### config.mk
export PLATFORM = sky130hd
export DESIGN_NAME = clk_divider_multi_flat
export DESIGN_NICKNAME = d
export VERILOG_FILES = /design/src/rtl/clk_divider_multi_if.sv /design/src/rtl/clk_divider_multi.sv /design/src/flat_wrapper.sv
export SDC_FILE = /design/constraint.sdc
export NUM_CORES = 1
export LEC_CHECK = 0
export ABC_AREA = 1
export CORE_AREA = 8 8 183 185
export DETAILED_ROUTE_END_ITERATION = 8
export DIE_AREA = 0 0 191 193
export GPL_ROUTABILITY_DRIVEN = 0
export GPL_TIMING_DRIVEN = 0
export PLACE_DENSITY_LB_ADDON = 0.15
export SLEW_MARGIN = 20
export SYNTH_ARGS = -nofsm -noshare
export SYNTH_HDL_FRONTEND = slang
export SYNTH_SLANG_ARGS = --single-unit
### constraint.sdc
create_clock -name clk_12mhz -period 6.6 [get_ports clk_12mhz]
set_input_delay 1.65 -clock clk_12mhz [delete_from_list [all_inputs] [get_ports clk_12mhz]]
set_output_delay 1.65 -clock clk_12mhz [all_outputs]
set_load 0.05 [all_outputs]
### src/rtl/clk_divider_multi_if.sv
// Handshake-free control/status bundle for the multi-channel clock divider.
// master drives run requests and divisors; slave returns waves, busy and strobes.
interface clk_divider_multi_if #(
  parameter int NUM_CH = 2,
  parameter int CNT_W  = 24
) ();
  logic [NUM_CH-1:0]       en;
  logic [NUM_CH*CNT_W-1:0] div;
  logic [NUM_CH-1:0]       clk_output;
  logic [NUM_CH-1:0]       busy;
  logic [NUM_CH-1:0]       rise_stb;
  logic [NUM_CH-1:0]       fall_stb;

  modport master (
    output en, div,
    input  clk_output, busy, rise_stb, fall_stb
  );

  modport slave (
    input  en, div,
    output clk_output, busy, rise_stb, fall_stb
  );
endinterface

### src/rtl/clk_divider_multi.sv
// NUM_CH independent glitch-free programmable dividers off clk_12mhz.
// Ports: clk_12mhz, rst (async high), bus.slave: en/div in; clk_output,
// busy, rise_stb, fall_stb out. Strobes built only with CLK_DIV_STROBE_EN.
module clk_divider_multi #(
  parameter int NUM_CH = 2,
  parameter int CNT_W  = 24
) (
  input logic                 clk_12mhz,
  input logic                 rst,
  clk_divider_multi_if.slave  bus
);

  typedef enum logic {
    IDLE = 1'b0,
    RUN  = 1'b1
  } state_t;

  logic [NUM_CH-1:0] out_v;
  logic [NUM_CH-1:0] busy_v;
  logic [NUM_CH-1:0] rise_v;
  logic [NUM_CH-1:0] fall_v;

  for (genvar i = 0; i < NUM_CH; i++) begin : g_ch
    state_t           st_q, st_d;
    logic [CNT_W-1:0] cnt_q, cnt_d;
    logic [CNT_W-1:0] dact_q, dact_d;
    logic             out_q, out_d;
    logic [CNT_W-1:0] div_i;
    logic [CNT_W-1:0] half;
    logic             div_ok;
    logic             wrap;

    assign div_i  = bus.div[i*CNT_W +: CNT_W];
    assign div_ok = div_i >= CNT_W'(2);
    assign half   = dact_q >> 1;
    assign wrap   = cnt_q == (dact_q - CNT_W'(1));

    always_comb begin
      st_d   = st_q;
      cnt_d  = cnt_q;
      dact_d = dact_q;
      out_d  = out_q;
      unique case (st_q)
        IDLE: begin
          out_d = 1'b0;
          if (bus.en[i] && div_ok) begin
            st_d   = RUN;
            dact_d = div_i;
            cnt_d  = '0;
            out_d  = 1'b1;
          end
        end
        RUN: begin
          if (wrap) begin
            cnt_d = '0;
            if (!bus.en[i]) begin
              // last period already finished low: stop without a runt
              st_d  = IDLE;
              out_d = 1'b0;
            end else begin
              // d_act >= 2 in RUN, so the new period always opens high
              out_d = 1'b1;
              if (div_ok) dact_d = div_i;
            end
          end else begin
            cnt_d = cnt_q + CNT_W'(1);
            out_d = cnt_d < half;
          end
        end
      endcase
    end

    always_ff @(posedge clk_12mhz or posedge rst) begin
      if (rst) begin
        st_q   <= IDLE;
        cnt_q  <= '0;
        dact_q <= '0;
        out_q  <= 1'b0;
      end else begin
        st_q   <= st_d;
        cnt_q  <= cnt_d;
        dact_q <= dact_d;
        out_q  <= out_d;
      end
    end

    assign out_v[i]  = out_q;
    assign busy_v[i] = st_q == RUN;

`ifdef CLK_DIV_STROBE_EN
    logic rise_q, rise_d;
    logic fall_q, fall_d;

    always_comb begin
      rise_d = ~out_q & out_d;
      fall_d = out_q & ~out_d;
    end

    always_ff @(posedge clk_12mhz or posedge rst) begin
      if (rst) begin
        rise_q <= 1'b0;
        fall_q <= 1'b0;
      end else begin
        rise_q <= rise_d;
        fall_q <= fall_d;
      end
    end

    assign rise_v[i] = rise_q;
    assign fall_v[i] = fall_q;
`else
    assign rise_v[i] = 1'b0;
    assign fall_v[i] = 1'b0;
`endif
  end

  assign bus.clk_output = out_v;
  assign bus.busy       = busy_v;
  assign bus.rise_stb   = rise_v;
  assign bus.fall_stb   = fall_v;

endmodule

### src/flat_wrapper.sv
// flat-port wrapper written by rule: the top's interface ports become plain ports
module clk_divider_multi_flat 
#(
  parameter int NUM_CH = 2,
  parameter int CNT_W  = 24
)
  (clk_12mhz, rst, bus_en, bus_div, bus_clk_output, bus_busy, bus_rise_stb, bus_fall_stb);
  clk_divider_multi_if #(.NUM_CH(NUM_CH), .CNT_W(CNT_W)) bus_i ();
  input logic clk_12mhz;
  input logic rst;
  input wire logic [$bits(bus_i.en)-1:0] bus_en;
  input wire logic [$bits(bus_i.div)-1:0] bus_div;
  output wire logic [$bits(bus_i.clk_output)-1:0] bus_clk_output;
  output wire logic [$bits(bus_i.busy)-1:0] bus_busy;
  output wire logic [$bits(bus_i.rise_stb)-1:0] bus_rise_stb;
  output wire logic [$bits(bus_i.fall_stb)-1:0] bus_fall_stb;
  assign bus_i.en = bus_en;
  assign bus_i.div = bus_div;
  assign bus_clk_output = bus_i.clk_output;
  assign bus_busy = bus_i.busy;
  assign bus_rise_stb = bus_i.rise_stb;
  assign bus_fall_stb = bus_i.fall_stb;
  clk_divider_multi #(.NUM_CH(NUM_CH), .CNT_W(CNT_W)) u_core (.clk_12mhz(clk_12mhz), .rst(rst), .bus(bus_i));
endmodule
==> key figures <==
Outcome
  • Status: complete, no violations

Setup path
  • Top cell family by delay on the critical path: simple AND/OR/NAND/NOR gates
  • CP Buf/Inv Count: 4
  • Worst setup startpoint: bus_div[19]
  • CP Capture Point: u_core.g_ch[0].cnt_q[3]$_DFFE_PP0P_
  • Largest fanout on the critical path: 10
  • Reg2reg path depth: 19
  • Data arrival time of the worst path: 4310 ps
  • Worst R2R Setup Slack: between 3000 and 4000 ps
  • Crit path cell chain: clkdlybuf4s50_1 > nor4_1 > nand2_1 > nor2_1 > nand3_1 > nand2_1 > inv_2 > nor2_1 > inv_2 > clkbuf_1 > o22ai_1
  • Kind of critical path: primary input to flop
  • Crit-path max cell delay: 480 ps
  • Crit Reg-Reg Endpoint: u_core.g_ch[0].out_q$_DFF_PP0_
  • CP required: 6880 ps
  • Worst Setup Start Kind: primary input
  • Slowest-stage cell, CP: nor4_1
  • Critical Path Sink Type: flop
  • CP Depth: 11
  • RR Startpoint: u_core.g_ch[0].cnt_q[0]$_DFFE_PP0P_

Timing
  • Period utilization: 61.07%
  • Finish-stage setup viols: 0
  • Tmin final: approximately 4000 ps
  • Max-slew headroom: 53.63%
  • Hold Vio Cnt, Final: 0
  • Final worst slack: about 2600 ps
  • Hold Slack: around 530 ps
  • F_max: 0.2481 GHz
  • Clock skew: 8.303 ps
  • Worst slew pin tran: 689.1 ps
  • Total Negative Setup Slacks: 0 ps
  • Slew Viols, Final: 0
  • Unrepaired setup endpoints after global routing: no

Die
  • DIE HEIGHT: 193 µm
  • Core ar.: approximately 31000 µm²
  • Initial Utilization: roughly 27%
  • Die area: 36860 µm²
  • Die W: 191 µm
  • Row count: 65
  • IO Count: 60

Synth
  • Seq/Total Area, Yosys: 29.62%
  • Distinct cell type count after synthesis: 38
  • Mean area per synthesized cell: 6.610 µm²
  • Synthesized area: 8448 µm²
  • Commonest cells post-synth: 370 x nand2_1, 174 x inv_1, 139 x nand3_1, 132 x nor2_1, 100 x dfrtp_1
  • Top area cells in the synthesized netlist: dfrtp_1 30%, nand2_1 16%, nand3_1 8.2%
  • Post-Syn Instances: 1278
  • Top-area cell type share of the netlist area: 29.62%
  • Async SR Flop Fraction: 100.0%
  • Main flop type after synthesis: dfrtp_1
  • Post-synth EDFFs: 0
  • Synth warnings: 0
  • Most frequent cell after synthesis: nand2_1
  • FF+latch count, synth: 100
  • Area leader, netlist: dfrtp_1

Placement
  • Hpwl dp: 21840 µm
  • Count of buffers from port buffering: 55
  • Dpl cells: 1739
  • Post-Place Worst Slack: about 2100 ps
  • DP Area: 9545 µm²

Pwr
  • Leak pwr: 4.971 nW
  • Cell Pwr Density: 234.0 nW/µm²
  • Final Power: 2.303 mW
  • Peak VDD IR: 0.09979 mV

Layout
  • Final Util: a little under a third
  • Filler instances: approximately 3400
  • Antenna Cells: 0
  • Area grow syn2layout: 16.48%
  • Non-Filler Instances: 1755
  • # nets final: 1448
  • Final non-filler cell area: 9841 µm²
  • Share of layout cells above drive strength 1: around 5.0%

Detailed routing
  • Initial DRC count: 507
  • Vias/cell: roughly 4.6
  • Final ANT Viol Nets: 0
  • Drt drc: 0
  • WL final: 26200 µm
  • Routed WL per cell: 14.93 µm
  • Vias post-DR: 8035
  • Drt pass-1 iters: 7

GRT
  • GR Util All Layers: 14.68%
  • First-pass GRT wire length: 42600 µm
  • Pin count of the biggest net entering global routing: 60
  • Initial antenna violation count: 0
  • Grt ovf: 0
  • Number of global-route vias before repair: 8040

Clock tree
  • Clk sink count: 100
  • Clock transition at the registers of the reported paths: 80 ps
  • Clock Latency Late Sink: 360 ps
  • Post-cts gate resize count: 0
  • CTS buffer count: 9
  • Hold-fix buffers, CTS: 0
  • Largest buffer count on any clock path: 2
  • CTS tree: done
  • Post-CTS Setup Bufs: 0
  • Clock H-tree levels: 3
  • Root Buffer: clkbuf_16

Hold path
  • Worst Hold Class: flop to flop

Flow run
  • Max_cap viols: 0
==> flip-flops by register name, summed over array words and instances, names as in the netlist <==
signal / flops
u_core.g_ch.cnt_q: 48
u_core.g_ch.dact_q: 48
u_core.g_ch.out_q: 2
u_core.g_ch.st_q: 2
==> layout make-up <==
type	instances	area, µm²	share of cell area, %
timing repair buffer	56	578.1	5.874
inverter	177	669.4	6.802
clock inverter	6	56.30	0.5722
clock buffer	10	239.0	2.428
buffer	39	246.5	2.505
tap	402	503.0	5.111
sequential	100	2502	25.43
multi-input combinational	965	5046	51.28
==> cell usage in the layout, fill, tap and decap left out, types with 4 or more instances in the layout <==
| cell type | count |
|---|---|
| a21oi_1 | 27 |
| buf_2 | 5 |
| buf_4 | 11 |
| buf_6 | 7 |
| clkbuf_1 | 15 |
| clkbuf_16 | 9 |
| clkdlybuf4s50_1 | 55 |
| conb_1 | 4 |
| dfrtp_1 | 100 |
| ha_1 | 48 |
| inv_1 | 173 |
| nand2_1 | 370 |
| nand2_2 | 6 |
| nand3_1 | 139 |
| nand3b_1 | 11 |
| nand4_1 | 29 |
| nor2_1 | 132 |
| nor2_2 | 8 |
| nor2_4 | 5 |
| nor3_1 | 15 |
| nor4_1 | 14 |
| o21ai_0 | 45 |
| o22ai_1 | 17 |
| xnor2_1 | 20 |
| xor2_1 | 58 |
==> kinds of logic after synthesis <==
| family | count (synthesis) | share of synthesized area [%] |
|---|---|---|
| AOI/OAI and AO/OA | 99 | 6.339 |
| DFF | 100 | 29.62 |
| buffers and inverters | 216 | 10.78 |
| xor gates and xnor gates | 78 | 8.087 |
| and+or+nand+nor | 736 | 38.02 |
| adders and majority gates | 48 | 7.109 |
| other | 1 | 0.04439 |
==> routing by layer <==
layer  track usage [%]  vias up  wire [µm]
met2             26.05      124      12890
met5                 0        -          0
met1             18.22     3647      11950
li1                  -     4228          -
met4             5.728        0        758
met3             1.205       36        597
==> tightest hold or removal path, stage by stage, from the launching register on <==
cell and delay, ps:
dfrtp_1 390, nand2_1 60, nand2_1 50
==> how the worst min path moves through the flow <==
stage	startpoint	to	slack, ps	cells after the start
2_1_floorplan	u_core.g_ch[0].dact_q[0]$_DFFE_PP0P_	u_core.g_ch[0].dact_q[0]$_DFFE_PP0P_	480	2
3_3_place_gp	u_core.g_ch[1].dact_q[1]$_DFFE_PP0P_	u_core.g_ch[1].dact_q[1]$_DFFE_PP0P_	520	2
3_5_place_dp	u_core.g_ch[1].dact_q[0]$_DFFE_PP0P_	u_core.g_ch[1].dact_q[0]$_DFFE_PP0P_	520	2
4_1_cts	u_core.g_ch[1].dact_q[0]$_DFFE_PP0P_	u_core.g_ch[1].dact_q[0]$_DFFE_PP0P_	540	2
5_1_grt	u_core.g_ch[1].dact_q[0]$_DFFE_PP0P_	u_core.g_ch[1].dact_q[0]$_DFFE_PP0P_	560	2
6_report	u_core.g_ch[1].dact_q[0]$_DFFE_PP0P_	u_core.g_ch[1].dact_q[0]$_DFFE_PP0P_	530	2
==> power breakdown <==
part | leakage [nW] | internal [mW] | switching (mW)
logic | 3.56 | 0.356 | 0.561
registers | 1.27 | 0.703 | 0.133
clock network | 0.143 | 0.274 | 0.276
Power figures use the tool's default switching activity.
